<file path="src/rtl/axis_burst_pkg.sv">
// rtl/axis_burst_pkg.sv - shared state type and constants for the AXIS burst packer
package axis_burst_pkg;

  typedef enum logic [1:0] {
    IDLE   = 2'd0,
    BURST  = 2'd1,
    SETTLE = 2'd2
  } state_e;

  // Cycles to wait after the last read so the FIFO's registered level is current again.
  localparam int SETTLE_CYCLES = 2;

  // Entries needed to absorb the FIFO's one-cycle read latency under backpressure.
  localparam int SKID_DEPTH = 2;

endpackage

</file>
<file path="src/rtl/axis_skid_buffer.sv">
// rtl/axis_skid_buffer.sv - 2-entry registered skid holding {data, user, last} in FIFO order
module axis_skid_buffer
  import axis_burst_pkg::*;
#(
  parameter int DATA_WIDTH = 16,
  parameter int USER_WIDTH = 1
) (
  input  logic                  clk_i,
  input  logic                  reset_i,
  input  logic                  push_i,
  input  logic [DATA_WIDTH-1:0] push_data_i,
  input  logic [USER_WIDTH-1:0] push_user_i,
  input  logic                  push_last_i,
  input  logic                  pop_i,
  output logic [DATA_WIDTH-1:0] head_data_o,
  output logic [USER_WIDTH-1:0] head_user_o,
  output logic                  head_last_o,
  output logic [1:0]            occ_o
);

  localparam int W = DATA_WIDTH + USER_WIDTH + 1;

  logic [W-1:0] ent0_q, ent0_d;
  logic [W-1:0] ent1_q, ent1_d;
  logic [1:0]   occ_q, occ_d;
  logic [W-1:0] push_word;

  assign push_word = {push_last_i, push_user_i, push_data_i};

  // Entry 0 is always the head; a pop shifts entry 1 forward, so the head only
  // changes on a pop or on a push into an empty buffer.
  always_comb begin
    ent0_d = ent0_q;
    ent1_d = ent1_q;
    occ_d  = occ_q;
    case ({push_i, pop_i})
      2'b10: begin
        if (occ_q == 2'd0) ent0_d = push_word;
        else               ent1_d = push_word;
        occ_d = occ_q + 2'd1;
      end
      2'b01: begin
        ent0_d = ent1_q;
        occ_d  = occ_q - 2'd1;
      end
      2'b11: begin
        if (occ_q == 2'd1) begin
          ent0_d = push_word;
        end else begin
          ent0_d = ent1_q;
          ent1_d = push_word;
        end
      end
      default: ;
    endcase
  end

  // Storage and occupancy registers.
  always_ff @(posedge clk_i) begin
    if (reset_i) begin
      ent0_q <= '0;
      ent1_q <= '0;
      occ_q  <= '0;
    end else begin
      ent0_q <= ent0_d;
      ent1_q <= ent1_d;
      occ_q  <= occ_d;
    end
  end

  assign {head_last_o, head_user_o, head_data_o} = ent0_q;
  assign occ_o = occ_q;

  // A returning beat must always find a free slot; the read throttle guarantees it.
  a_no_overflow: assert property (@(posedge clk_i) disable iff (reset_i)
    !(push_i && !pop_i && (occ_q == 2'(SKID_DEPTH))));

endmodule

</file>
<file path="src/rtl/axis_burst_packer.sv">
// rtl/axis_burst_packer.sv - pulls fixed bursts from a sync AXIS FIFO and emits tlast-framed packets; optional BURST_PACKER_TIMEOUT_EN partial flush
module axis_burst_packer
  import axis_burst_pkg::*;
#(
  parameter int DATA_WIDTH = 16,
  parameter int USER_WIDTH = 1,
  parameter int FIFO_LEN   = 8,
  parameter int BURST_LEN  = 4,
  parameter int TIMEOUT    = 64
) (
  input  logic                        clk_i,
  input  logic                        reset_i,
  input  logic [DATA_WIDTH-1:0]       s_fifo_tdata,
  input  logic [USER_WIDTH-1:0]       s_fifo_tuser,
  input  logic                        s_fifo_tvalid,
  input  logic [$clog2(FIFO_LEN)-1:0] s_fifo_tlevel,
  input  logic                        s_fifo_tempty,
  output logic                        s_fifo_tready,
  output logic [DATA_WIDTH-1:0]       m_axis_out_tdata,
  output logic [USER_WIDTH-1:0]       m_axis_out_tuser,
  output logic                        m_axis_out_tvalid,
  output logic                        m_axis_out_tlast,
  input  logic                        m_axis_out_tready,
  output logic [15:0]                 burst_count_o,
  output logic                        partial_flush_o
);

  localparam int LVL_W = $clog2(FIFO_LEN);
  localparam int EFF_W = LVL_W + 1;
  localparam logic [EFF_W-1:0] BURST_LEN_E = EFF_W'(BURST_LEN);
  localparam logic [EFF_W-1:0] FIFO_LEN_E  = EFF_W'(FIFO_LEN);

  state_e           state_q, state_d;
  logic [EFF_W-1:0] beats_left_q, beats_left_d;
  logic [1:0]       settle_q, settle_d;
  logic             inflight_q, inflight_last_q;
  logic [15:0]      burst_count_q, burst_count_d;
  logic [EFF_W-1:0] eff;
  logic [1:0]       skid_occ;
  logic [2:0]       fill;
  logic             room, out_hs, skid_push;
  logic             issue, issue_last, timeout_hit;

  // The FIFO level wraps to 0 when full, so full is recovered from the empty flag.
  assign eff = s_fifo_tempty ? '0 :
               (s_fifo_tlevel == '0) ? FIFO_LEN_E : {1'b0, s_fifo_tlevel};

  assign out_hs = m_axis_out_tvalid && m_axis_out_tready;
  assign fill   = {1'b0, skid_occ} + {2'b00, inflight_q};
  assign room   = (fill <= 3'd1) || ((fill == 3'd2) && out_hs);

  // Burst sequencing: start on a full burst (or timeout), throttle reads on skid room, then settle.
  always_comb begin
    state_d      = state_q;
    beats_left_d = beats_left_q;
    settle_d     = settle_q;
    issue        = 1'b0;
    case (state_q)
      IDLE: begin
        if (eff >= BURST_LEN_E) begin
          state_d      = BURST;
          beats_left_d = BURST_LEN_E;
        end else if (timeout_hit) begin
          state_d      = BURST;
          beats_left_d = eff;
        end
      end
      BURST: begin
        issue = (beats_left_q != '0) && room;
        if (issue) begin
          beats_left_d = beats_left_q - EFF_W'(1);
          if (beats_left_q == EFF_W'(1)) begin
            state_d  = SETTLE;
            settle_d = '0;
          end
        end
      end
      SETTLE: begin
        settle_d = settle_q + 2'd1;
        if (settle_q == 2'(SETTLE_CYCLES - 1)) state_d = IDLE;
      end
      default: state_d = IDLE;
    endcase
  end

  assign issue_last    = issue && (beats_left_q == EFF_W'(1));
  assign s_fifo_tready = issue;

  // Beats arriving without a matching tracked read (e.g. issued before a reset) are dropped.
  assign skid_push = s_fifo_tvalid && inflight_q;

  // Packet counter advances when a tlast beat leaves.
  always_comb begin
    burst_count_d = burst_count_q;
    if (out_hs && m_axis_out_tlast) burst_count_d = burst_count_q + 16'd1;
  end

  // State, read tracking and packet counter registers.
  always_ff @(posedge clk_i) begin
    if (reset_i) begin
      state_q         <= IDLE;
      beats_left_q    <= '0;
      settle_q        <= '0;
      inflight_q      <= 1'b0;
      inflight_last_q <= 1'b0;
      burst_count_q   <= '0;
    end else begin
      state_q         <= state_d;
      beats_left_q    <= beats_left_d;
      settle_q        <= settle_d;
      inflight_q      <= issue;
      inflight_last_q <= issue_last;
      burst_count_q   <= burst_count_d;
    end
  end

  assign burst_count_o = burst_count_q;

`ifdef BURST_PACKER_TIMEOUT_EN
  localparam int TO_W = $clog2(TIMEOUT + 1);

  logic [TO_W-1:0] idle_cnt_q, idle_cnt_d;
  logic            partial_q, partial_d;
  logic            idle_partial;

  assign idle_partial = (state_q == IDLE) && (eff != '0) && (eff < BURST_LEN_E);
  assign timeout_hit  = idle_partial && (idle_cnt_q == TO_W'(TIMEOUT - 1));

  // Idle counter runs only while a partial burst waits; partial flag marks a timeout packet.
  always_comb begin
    idle_cnt_d = '0;
    if (idle_partial && !timeout_hit) idle_cnt_d = idle_cnt_q + TO_W'(1);
    partial_d = partial_q;
    if (timeout_hit)     partial_d = 1'b1;
    else if (issue_last) partial_d = 1'b0;
  end

  // Timeout registers.
  always_ff @(posedge clk_i) begin
    if (reset_i) begin
      idle_cnt_q <= '0;
      partial_q  <= 1'b0;
    end else begin
      idle_cnt_q <= idle_cnt_d;
      partial_q  <= partial_d;
    end
  end

  assign partial_flush_o = partial_q && issue_last;
`else
  assign timeout_hit     = 1'b0;
  assign partial_flush_o = 1'b0;
`endif

  axis_skid_buffer #(
    .DATA_WIDTH (DATA_WIDTH),
    .USER_WIDTH (USER_WIDTH)
  ) u_skid (
    .clk_i       (clk_i),
    .reset_i     (reset_i),
    .push_i      (skid_push),
    .push_data_i (s_fifo_tdata),
    .push_user_i (s_fifo_tuser),
    .push_last_i (inflight_last_q),
    .pop_i       (out_hs),
    .head_data_o (m_axis_out_tdata),
    .head_user_o (m_axis_out_tuser),
    .head_last_o (m_axis_out_tlast),
    .occ_o       (skid_occ)
  );

  assign m_axis_out_tvalid = (skid_occ != 2'd0);

  a_params: assert property (@(posedge clk_i)
    (BURST_LEN >= 1) && (BURST_LEN <= FIFO_LEN) && (TIMEOUT >= 1));

endmodule
</file>
<file path="config.mk">
export PLATFORM = sky130hd
export DESIGN_NAME = axis_burst_packer
export DESIGN_NICKNAME = d
export VERILOG_FILES = /design/src/rtl/axis_burst_pkg.sv /design/src/rtl/axis_skid_buffer.sv /design/src/rtl/axis_burst_packer.sv
export SDC_FILE = /design/constraint.sdc
export NUM_CORES = 1
export LEC_CHECK = 0
export BUFFER_PORTS_ARGS = -buffer_cell sky130_fd_sc_hd__buf_2
export CORE_UTILIZATION = 49
export DETAILED_ROUTE_END_ITERATION = 7
export PLACE_DENSITY = 0.72
export SLEW_MARGIN = 20
export SYNTH_ARGS = -nofsm -noshare
export SYNTH_HDL_FRONTEND = slang
export SYNTH_SLANG_ARGS = --single-unit
</file>
<file path="constraint.sdc">
create_clock -name clk_i -period 2.15 [get_ports clk_i]
set_input_delay 0 -clock clk_i [delete_from_list [all_inputs] [get_ports clk_i]]
set_output_delay 0 -clock clk_i [all_outputs]
set_load 0.02 [all_outputs]
</file>
Word level (Yosys, flattened, before mapping) --
Index checks and enable logic that the tools add are counted.
Storage, ports and cells: flip-flop bits (word level) 64, bits of input ports 25, output and inout port bits 37
Cells by class: reduce and logical (&&, ||, !) cells 22, muxes and demuxes 21, add/sub/neg operators 6, equality and inequality tests 16, magnitude comparators 2
Operators by type and width (count):
- 2-to-1 mux 18 bit | 4
- one-hot mux 18 bit (3 select lines) | 1
- one-hot mux 18 bit (2 select lines) | 1
- adder 16 x 1 -> 16 bit, second input constant | 1
- 2-to-1 mux 4 bit | 4
- 2-to-1 mux 2 bit | 6
- != test 2 bit, second input constant | 6
- nonzero test 2 bit | 5
- AND reduction 3 bit | 3
- == test 2 x 1 -> 1 bit, second input constant | 4
- one-hot mux 2 bit (2 select lines) | 2
- one-hot mux 4 bit (2 select lines) | 1
- == test 2 bit, second input constant | 3
- logical AND 1 bit | 6
- one-hot mux 2 bit (3 select lines) | 1
- adder 2 x 1 -> 2 bit, second input constant | 2
- == test 4 x 1 -> 1 bit, second input constant | 1
- >= comparator 4 x 3 -> 1 bit, second input constant | 1
- logical NOT 2 bit | 2
- AND reduction 4 bit | 1
- nonzero test 4 bit | 1
- subtractor 4 x 1 -> 4 bit, second input constant | 1
- adder 2 x 1 -> 3 bit | 1
- == test 3 x 2 -> 1 bit, second input constant | 1
- other kinds (8) | 8

Depth between registers and ports, before layout --
Gate-level depths: netlist of run 1.
word-level depth 7, gate-level depth with buffers 11

Hierarchy --
Synthesis of run 1 repeated with hierarchy kept, for this count alone.
Second synthesis, totals: cells, all modules 329, area total of the unflattened synthesis 3089.2 µm²
Modules (own cells, without submodules):
- axis_skid_buffer | times used 1, seq. area each 760.7 µm², cells each 169, area each 1719.1 µm²
- axis_burst_packer | times used 1, seq. area each 520.5 µm², cells each 160, area each 1370.1 µm²

Worst setup path after synthesis of run 1 --
No wires, ideal clock.
path kind register to register, start register u_skid.occ_q[1] (netlist: u_skid.occ_o[1]), end register u_skid.ent0_q[10], arrival 1.963 ns, path buffers 2, setup slack 0.055 ns, setup time 0.132 ns, data required time 2.018 ns, stages on the path, launching flop included 12, path through dfxtp_1 inv_1 ha_1 nand2b_4 inv_2 ha_1 nor2b_1 o21a_1 buf_2 buf_2 a221oi_1 nor3_1
Between the ends: longest elaborated chain between the ends 5
Ends and longest elaborated chain:
- start, declared | line axis_skid_buffer.sv:25 | logic [1:0] occ_q, occ_d;
- start signal, assigned | line axis_skid_buffer.sv:63 | occ_q <= '0;
- start signal, assigned | line axis_skid_buffer.sv:67 | occ_q <= occ_d;
- nonzero test 2 bit | line axis_burst_packer.sv:172 | assign m_axis_out_tvalid = (skid_occ != 2'd0);
- logical AND 1 bit | line axis_burst_packer.sv:48 | assign out_hs = m_axis_out_tvalid && m_axis_out_tready;
- == test 2 bit or == test 2 x 1 -> 1 bit (tied branches) | line axis_skid_buffer.sv:36 | case ({push_i, pop_i})
- != test 2 x 1 -> 1 bit (no line) or nonzero test 3 bit (tied branches)
- AND reduction 2 bit (no line)
- end signal, assigned | line axis_skid_buffer.sv:65 | ent0_q <= ent0_d;
- end, declared | line axis_skid_buffer.sv:23 | logic [W-1:0] ent0_q, ent0_d;
Parallel ways exist; a longest one is shown, timed or not. A chain may end at the register's enable or synchronous reset.

Final worst setup path of run 1 --
start register u_skid.occ_q[0] (netlist: u_skid.occ_o[0]), end register burst_count_q[11] (netlist: burst_count_o[11])
Between the ends: longest elaborated chain between the ends 3
Ends and longest elaborated chain:
- nonzero test 2 bit | line axis_burst_packer.sv:172
- logical AND 1 bit | line axis_burst_packer.sv:48
- logical AND 1 bit | line axis_burst_packer.sv:95 | if (out_hs && m_axis_out_tlast) burst_count_d = burst_count_q + 16'd1;
- end signal, assigned | line axis_burst_packer.sv:113 | burst_count_q <= burst_count_d;
- end, declared | line axis_burst_packer.sv:37 | logic [15:0] burst_count_q, burst_count_d;
Every way passes these cells.

==> impl_metrics.ini, run 1 <==
[floorplanning]
top_level_pins = 62
start_util_pct = 51.7
design.core.area_um2 = 5610
row_count = 27
die_x_um = 78.9
die_area_um2 = 6220
dieHeight_um = 78.9

[yosys]
ys_top_cells_by_area = dfxtp_1, nand2_1, a221oi_1, ha_1, nor2_1
synth_edf_count = 0
ys.warnings.count = 0
postSynthCellCount = 342
synth_area_leader_cell = dfxtp_1
ys_dominant_reg_cell = dfxtp_1
top_cell_type_s_share_of_synthesized_area_pct = 44.2
synth.cell_area_um2 = 2900
synth_sequential_area_ratio_pct = 44.2
number_of_distinct_library_cell_variants_in_the_gate_level_netlist_after_synthesis = 50
ys_ff_latch = 64
postSynthAreaPerCell_um2 = 8.47
ys_async_sr_fraction_pct = 0
synthesis.nets = 379

[global_routing]
total_global_routing_track_utilization_pct = 22.3
maximum_number_of_pins_on_one_net_before_global_route_repair = 26
grt_pass1_wl_um = 10900
grt_antenna_before_repair = 0
grt_pass1_vias = 2479
overflow_left_after_global_routing = 0

[worst_setup_path]
timing.critical_path.fanout_max = 6
setup.worst_path.start = u_skid.occ_o[0]$_SDFFE_PP0P_
timing.critical_path.from_type = flip-flop
crit-reg2reg-launch = u_skid.occ_o[0]$_SDFFE_PP0P_
cells_along_the_critical_path = inv_1 -> ha_1 -> buf_4 -> nand3b_4 -> or3_4 -> or4_1 -> a21oi_1
cp-endpoint = burst_count_o[11]$_SDFFE_PP0P_
required_ps = 2420
crit_arrival_ps = 2330
cp_slowest_stage_delay_ps = 430
critical_path.endpoint_type = flip-flop
setup.reg_to_reg.worst_slack_ps = 100
worst-r2r-cell-count = 7
timing.setup.critical_path_class = reg -> reg
crit_slowest_cell = or3_4
cpLargestDelayFamily = simple AND/OR/NAND/NOR gates
cp.depth = 7
timing.rr.end = burst_count_o[11]$_SDFFE_PP0P_
worst-path-buf-inv = 2

[clock_tree]
h-tree-depth = 3
cts-buffers-inserted = 9
clock_insertion_delay_worst_skew_ps = 330
cts_sinks = 64
max-clock-path-buffers = 2
clock-root-buffer = clkbuf_8
cts_tree = built
cts.reportedPaths.clkPinSlew_ps = 80

[placement]
place.port_buffers = 60
place_hpwl_um = 4370
detailedPlace.worstSlack_ps = -124
detailed_place.area_um2 = 3270
weighted_congestion_at_the_end_of_routability_driven_global_placement = 0.797

[detailed_routing]
ant_nets = 0
route.vias.total = 2726
drt_wl_total_um = 6660
remaining_drc_errors = 0
vias_per_cell = 5.47
first_iter_violations = 106
dr.pass1.iters = 4
wl_per_cell_um = 13.4

[layout]
num_antenna_cells = 0
final_layout_size_suffix_gt1_share_pct = 22.8
layout.core_utilization_pct = 65.0
num-nets-final = 458
area_growth_syn_to_layout_pct = 25.8
stdcell_area_um2 = 3640

[sta]
max-slew-margin-rel_pct = 59.7
final-setup-viol-count = 0
fin_tns_setup_ps = 0
worst_slack_ps = 96.3
final_period_minus_worst_setup_slack_ps = 2050
grt_setup_unrepaired = no
clock-skew-final_ps = 11.7
slew_violations = 0
hold_violations = 0
worst-slew-pin-transition_ps = 599
achievable_freq_ghz = 0.487
final_period_utilization_pct = 95.5

[min_path]
hold-path-cell-count = 2
hp-class = in -> reg

[power]
sequential_share_of_power_pct = 40.3
share_comb_of_total_power_pct = 34.5
internal_power_consumption_uw = 2290
swShare_pct = 37.2
pwr-share-clk_pct = 25.2
power.static_leakage_uw = 0.00153
p_sw_uw = 1360
power_density_nw_per_um2 = 1000
max_rail_drop_vdd_uv = 630

[job]
drv_cap = 0

[outcome]
outcome = complete, no violations
[cells in the mapped netlist (all sizes together), types with 2 or more instances]
library cell / count
xor2: 8
nor2: 39
or4: 6
a31oi: 2
a21oi: 26
nand3: 10
o31ai: 3
or2: 2
nor4: 4
buf: 8
and3: 2
or3: 6
xnor2: 3
ha: 12
o21ai: 5
a221oi: 18
clkbuf: 9
o21a: 2
inv: 16
mux2: 2
dfxtp: 64
nand2: 48
nand4: 3
nand2b: 3
o211ai: 2
nor3: 22
[cells by family (layout without fill, tap and decap cells)]
kind of cell | Yosys count | count (layout) | share of synthesized area [%]
AND/OR/NAND/NOR | 152 | 152 | 25.6
multiplexers | 2 | 2 | 0.777
AO/OA/AOI/OAI | 67 | 67 | 16.2
adder cells (fa/ha/maj) | 12 | 12 | 5.18
XOR/XNOR | 11 | 11 | 3.33
other | 1 | 1 | 0.129
flip-flops | 64 | 64 | 44.2
buffers and inverters | 33 | 117 | 4.58
[timing repair]
action                                  in CTS  in global routing
resized for setup                            1                  4
endpoints found under the hold margin       17                  0
endpoints found under the setup margin      18                 22
hold buffers                                17                  0
setup buffers                                0                  0
[per-layer routing]
metal,vias up,global-route usage (%),part of all wire [%]
met4,0,8.73,1.2
met3,8,4.02,5.9
met1,1264,28.2,46
met2,80,37.6,47
met5,-,0,0
li1,1374,-,-
[power by group through the flow]
stage	clock (µW)	combinational [µW]	sequential, µW
after global placement	0	1200	1490
after floorplan	0	669	1650
final	918	1260	1470
after CTS	929	1230	1470
after detailed placement	0	1200	1490
after global routing	991	1400	1490
[area by class of cell]
| type | count | area (µm²) |
|---|---|---|
| Sequential cell | 64 | 1280 |
| Multi-Input combinational cell | 245 | 1510 |
| Inverter | 16 | 60.1 |
| Clock inverter | 4 | 30.0 |
| Tap cell | 72 | 90.1 |
| Timing Repair Buffer | 85 | 531 |
| Fill cell | 511 | 1960 |
| Clock buffer | 12 | 145 |
[worst min path at each step]
stage | from | endpoint | slack (ps)
3_5_place_dp | s_fifo_tdata[9] | u_skid.ent1_q[9]$_SDFFE_PP0P_ | 260
2_1_floorplan | s_fifo_tdata[0] | u_skid.ent1_q[0]$_SDFFE_PP0P_ | 140
3_3_place_gp | s_fifo_tdata[6] | u_skid.ent1_q[6]$_SDFFE_PP0P_ | 250
5_1_grt | reset_i | beats_left_q[0]$_SDFFE_PP0P_ | 80
4_1_cts | reset_i | u_skid.ent1_q[0]$_SDFFE_PP0P_ | 60
6_report | reset_i | u_skid.ent1_q[0]$_SDFFE_PP0P_ | 60
[metrics by stage]
step	hold WS, ps	cells	total power (µW)
6_report	57.6	498	3640
5_1_grt	82.0	498	3880
4_1_cts	55.3	498	3630
3_5_place_dp	262	465	2700
3_3_place_gp	253	465	2690
2_1_floorplan	136	342	2320
[sequential cells by signal, indices dropped and copies added (netlist names)]
signal           count
burst_count_o       16
state_q              2
settle_q             2
u_skid.ent0_q       18
beats_left_q         4
u_skid.ent1_q       18
u_skid.occ_o         2
inflight_last_q      1
inflight_q           1
[cells in the final DEF (no fill, tap or decap), drive strengths merged, types with 8 or more instances in the layout]
cell / Yosys / final
a21oi: 26 / 26
a221oi: 18 / 18
buf: 8 / 68
clkbuf: 9 / 12
dfxtp: 64 / 64
dlygate4sd3: 0 / 17
ha: 12 / 12
inv: 16 / 16
nand2: 48 / 48
nand3: 10 / 10
nor2: 39 / 39
nor3: 22 / 22
xor2: 8 / 8
Power figures use the tool's default switching activity.
==> inputs of run 2 (changes only) <==
PLACE_DENSITY = 0.87   (was 0.72)
==> run 2 against run 1 <==
Against the previous run:
- cell count up 0.20%
- highest routed layer unchanged
- critical endpoint is now u_skid.ent0_q[12]$_SDFFE_PP0P_
- critical path depth up 2
- utilization up 1.4 points
- cell area up 2.1%
- via count up 3.7%
- clock skew down 0.61 ps
- sequential share of layout area down 0.69 points
- die area unchanged
==> impl_metrics.ini, run 2 (synthesis gave the netlist of run 1 again) <==
[worst_setup_path]
crit_arrival_ps = 2290
critical_path.endpoint_type = flip-flop
cp_slowest_stage_delay_ps = 390
worst-path-buf-inv = 2
required_ps = 2380
cp_common_cell = ha_1
timing.critical_path.from_type = flip-flop
crit_slowest_cell = a221oi_1
timing.setup.critical_path_class = reg -> reg
cells_along_the_critical_path = inv_1 -> ha_1 -> nand2b_4 -> inv_2 -> ha_1 -> nor2b_1 -> o21a_4 -> a221oi_1 -> nor3_1
cpLargestDelayFamily = compound AO/OA/AOI/OAI gates
timing.critical_path.fanout_max = 18

[layout]
area_growth_syn_to_layout_pct = 28.5
num_antenna_cells = 0
layout.core_utilization_pct = 66.4
post_layout_nonfiller_instances = 499
stdcell_area_um2 = 3720
final_layout_size_suffix_gt1_share_pct = 23.4
filler_cell_count = 461
layout.cells.most_common_list = dfxtp_1, buf_2, nand2_1
layout.cells.most_common = dfxtp_1
seqCellArea_um2 = 1280
num-nets-final = 459
multi_input_area_um2 = 1520

[clock_tree]
cts_sinks = 64
cts_tree = built
max-clock-path-buffers = 2
clock-root-buffer = clkbuf_8
cts-buffers-inserted = 9
cts.reportedPaths.clkPinSlew_ps = 70
h-tree-depth = 3
clock_insertion_delay_worst_skew_ps = 350

[placement]
place.port_buffers = 60
detailed_place.area_um2 = 3280
place_hpwl_um = 4850
placed_cells = 466
weighted_congestion_at_the_end_of_routability_driven_global_placement = 0.907

[detailed_routing]
wl_per_cell_um = 14.9
ant_nets = 0
drt_wl_total_um = 7440
dr.pass1.iters = 4
first_iter_violations = 138
route.vias.total = 2828
remaining_drc_errors = 0
vias_per_cell = 5.67

[sta]
final-setup-viol-count = 0
grt_setup_unrepaired = yes
worst-slew-pin-transition_ps = 603
achievable_freq_ghz = 0.487
slew_violations = 0
hold_violations = 0
clock-skew-final_ps = 11.0
hold-worst-slack_ps = 44.3
final_period_utilization_pct = 95.5
max-slew-margin-rel_pct = 59.8
final_period_minus_worst_setup_slack_ps = 2050

[power]
pwr-share-clk_pct = 29.5
internal_power_consumption_uw = 2560
swShare_pct = 35.9
max_rail_drop_vdd_uv = 754
share_comb_of_total_power_pct = 33.4
power.static_leakage_uw = 0.00157
p_sw_uw = 1430
sequential_share_of_power_pct = 37.1
power_density_nw_per_um2 = 1070

[floorplanning]
die_area_um2 = 6220
die_x_um = 78.9
start_util_pct = 51.7
dieHeight_um = 78.9
top_level_pins = 62
row_count = 27
design.core.area_um2 = 5610

[global_routing]
overflow_left_after_global_routing = 0
grt_pass1_wl_um = 12500
total_global_routing_track_utilization_pct = 26.0
maximum_number_of_pins_on_one_net_before_global_route_repair = 25
grt_pass1_vias = 2791
grt_antenna_before_repair = 0

[outcome]
outcome = complete, no violations

[min_path]
hp-class = in -> reg

[job]
drv_cap = 0
## run 2: power groups by stage
| stage | sequential (µW) | clock [µW] | combinational, µW |
|---|---|---|---|
| 2_1_floorplan | 1650 | 0 | 669 |
| 3_3_place_gp | 1490 | 0 | 1190 |
| 3_5_place_dp | 1490 | 0 | 1230 |
| 4_1_cts | 1470 | 1200 | 1270 |
| 5_1_grt | 1500 | 1250 | 1470 |
| 6_report | 1480 | 1180 | 1330 |
## run 2: tightest hold or removal path, cell delays in order
cell	delay, ps
buf_2	70
inv_1	50
nand2_1	90
a32oi_1	60
o211ai_1	70
## run 2: through the flow
step,worst slack (ps),total power [µW],TNS [ps]
global route,-46.6,4210,-200
detailed placement,-98.9,2720,-1240
CTS,33.3,3940,0
floorplan,54.7,2320,0
finish,96.0,3990,0
global placement,8.83,2680,0
## run 2: path summary, 6_finish.rpt
check | end | slack (ps) | cells past startpoint | startpoint
min | beats_left_q[1]$_SDFFE_PP0P_ | 40 | 5 | s_fifo_tempty
min reg2reg | u_skid.ent1_q[5]$_SDFFE_PP0P_ | 460 | 2 | u_skid.ent1_q[5]$_SDFFE_PP0P_
max reg2reg | u_skid.ent0_q[12]$_SDFFE_PP0P_ | 100 | 9 | u_skid.occ_o[1]$_SDFFE_PP0P_
max | u_skid.ent0_q[12]$_SDFFE_PP0P_ | 100 | 9 | u_skid.occ_o[1]$_SDFFE_PP0P_
## run 2: repair_timing
| action | in CTS | in global routing |
|---|---|---|
| resized for setup | 2 | 6 |
| hold buffers | 17 | 0 |
| endpoints found under the setup margin | 19 | 26 |
| setup buffers | 0 | 0 |
| endpoints found under the hold margin | 23 | 0 |
## run 2: area by class of cell
cell class                      instances  share of cell area, %
Clock buffer                           10                   3.70
Sequential cell                        64                   34.5
Timing Repair Buffer                   86                   14.6
Multi-Input combinational cell        245                   40.7
Inverter                               16                   1.61
Tap cell                               72                   2.42
Clock inverter                          6                   2.45
## run 2: layer usage
metal	track usage, %	wire, µm	up-vias
met1	30.0	3150	1336
met2	45.4	3620	101
met4	13.5	180	0
met3	5.17	485	16
met5	0	0	-
li1	-	-	1375
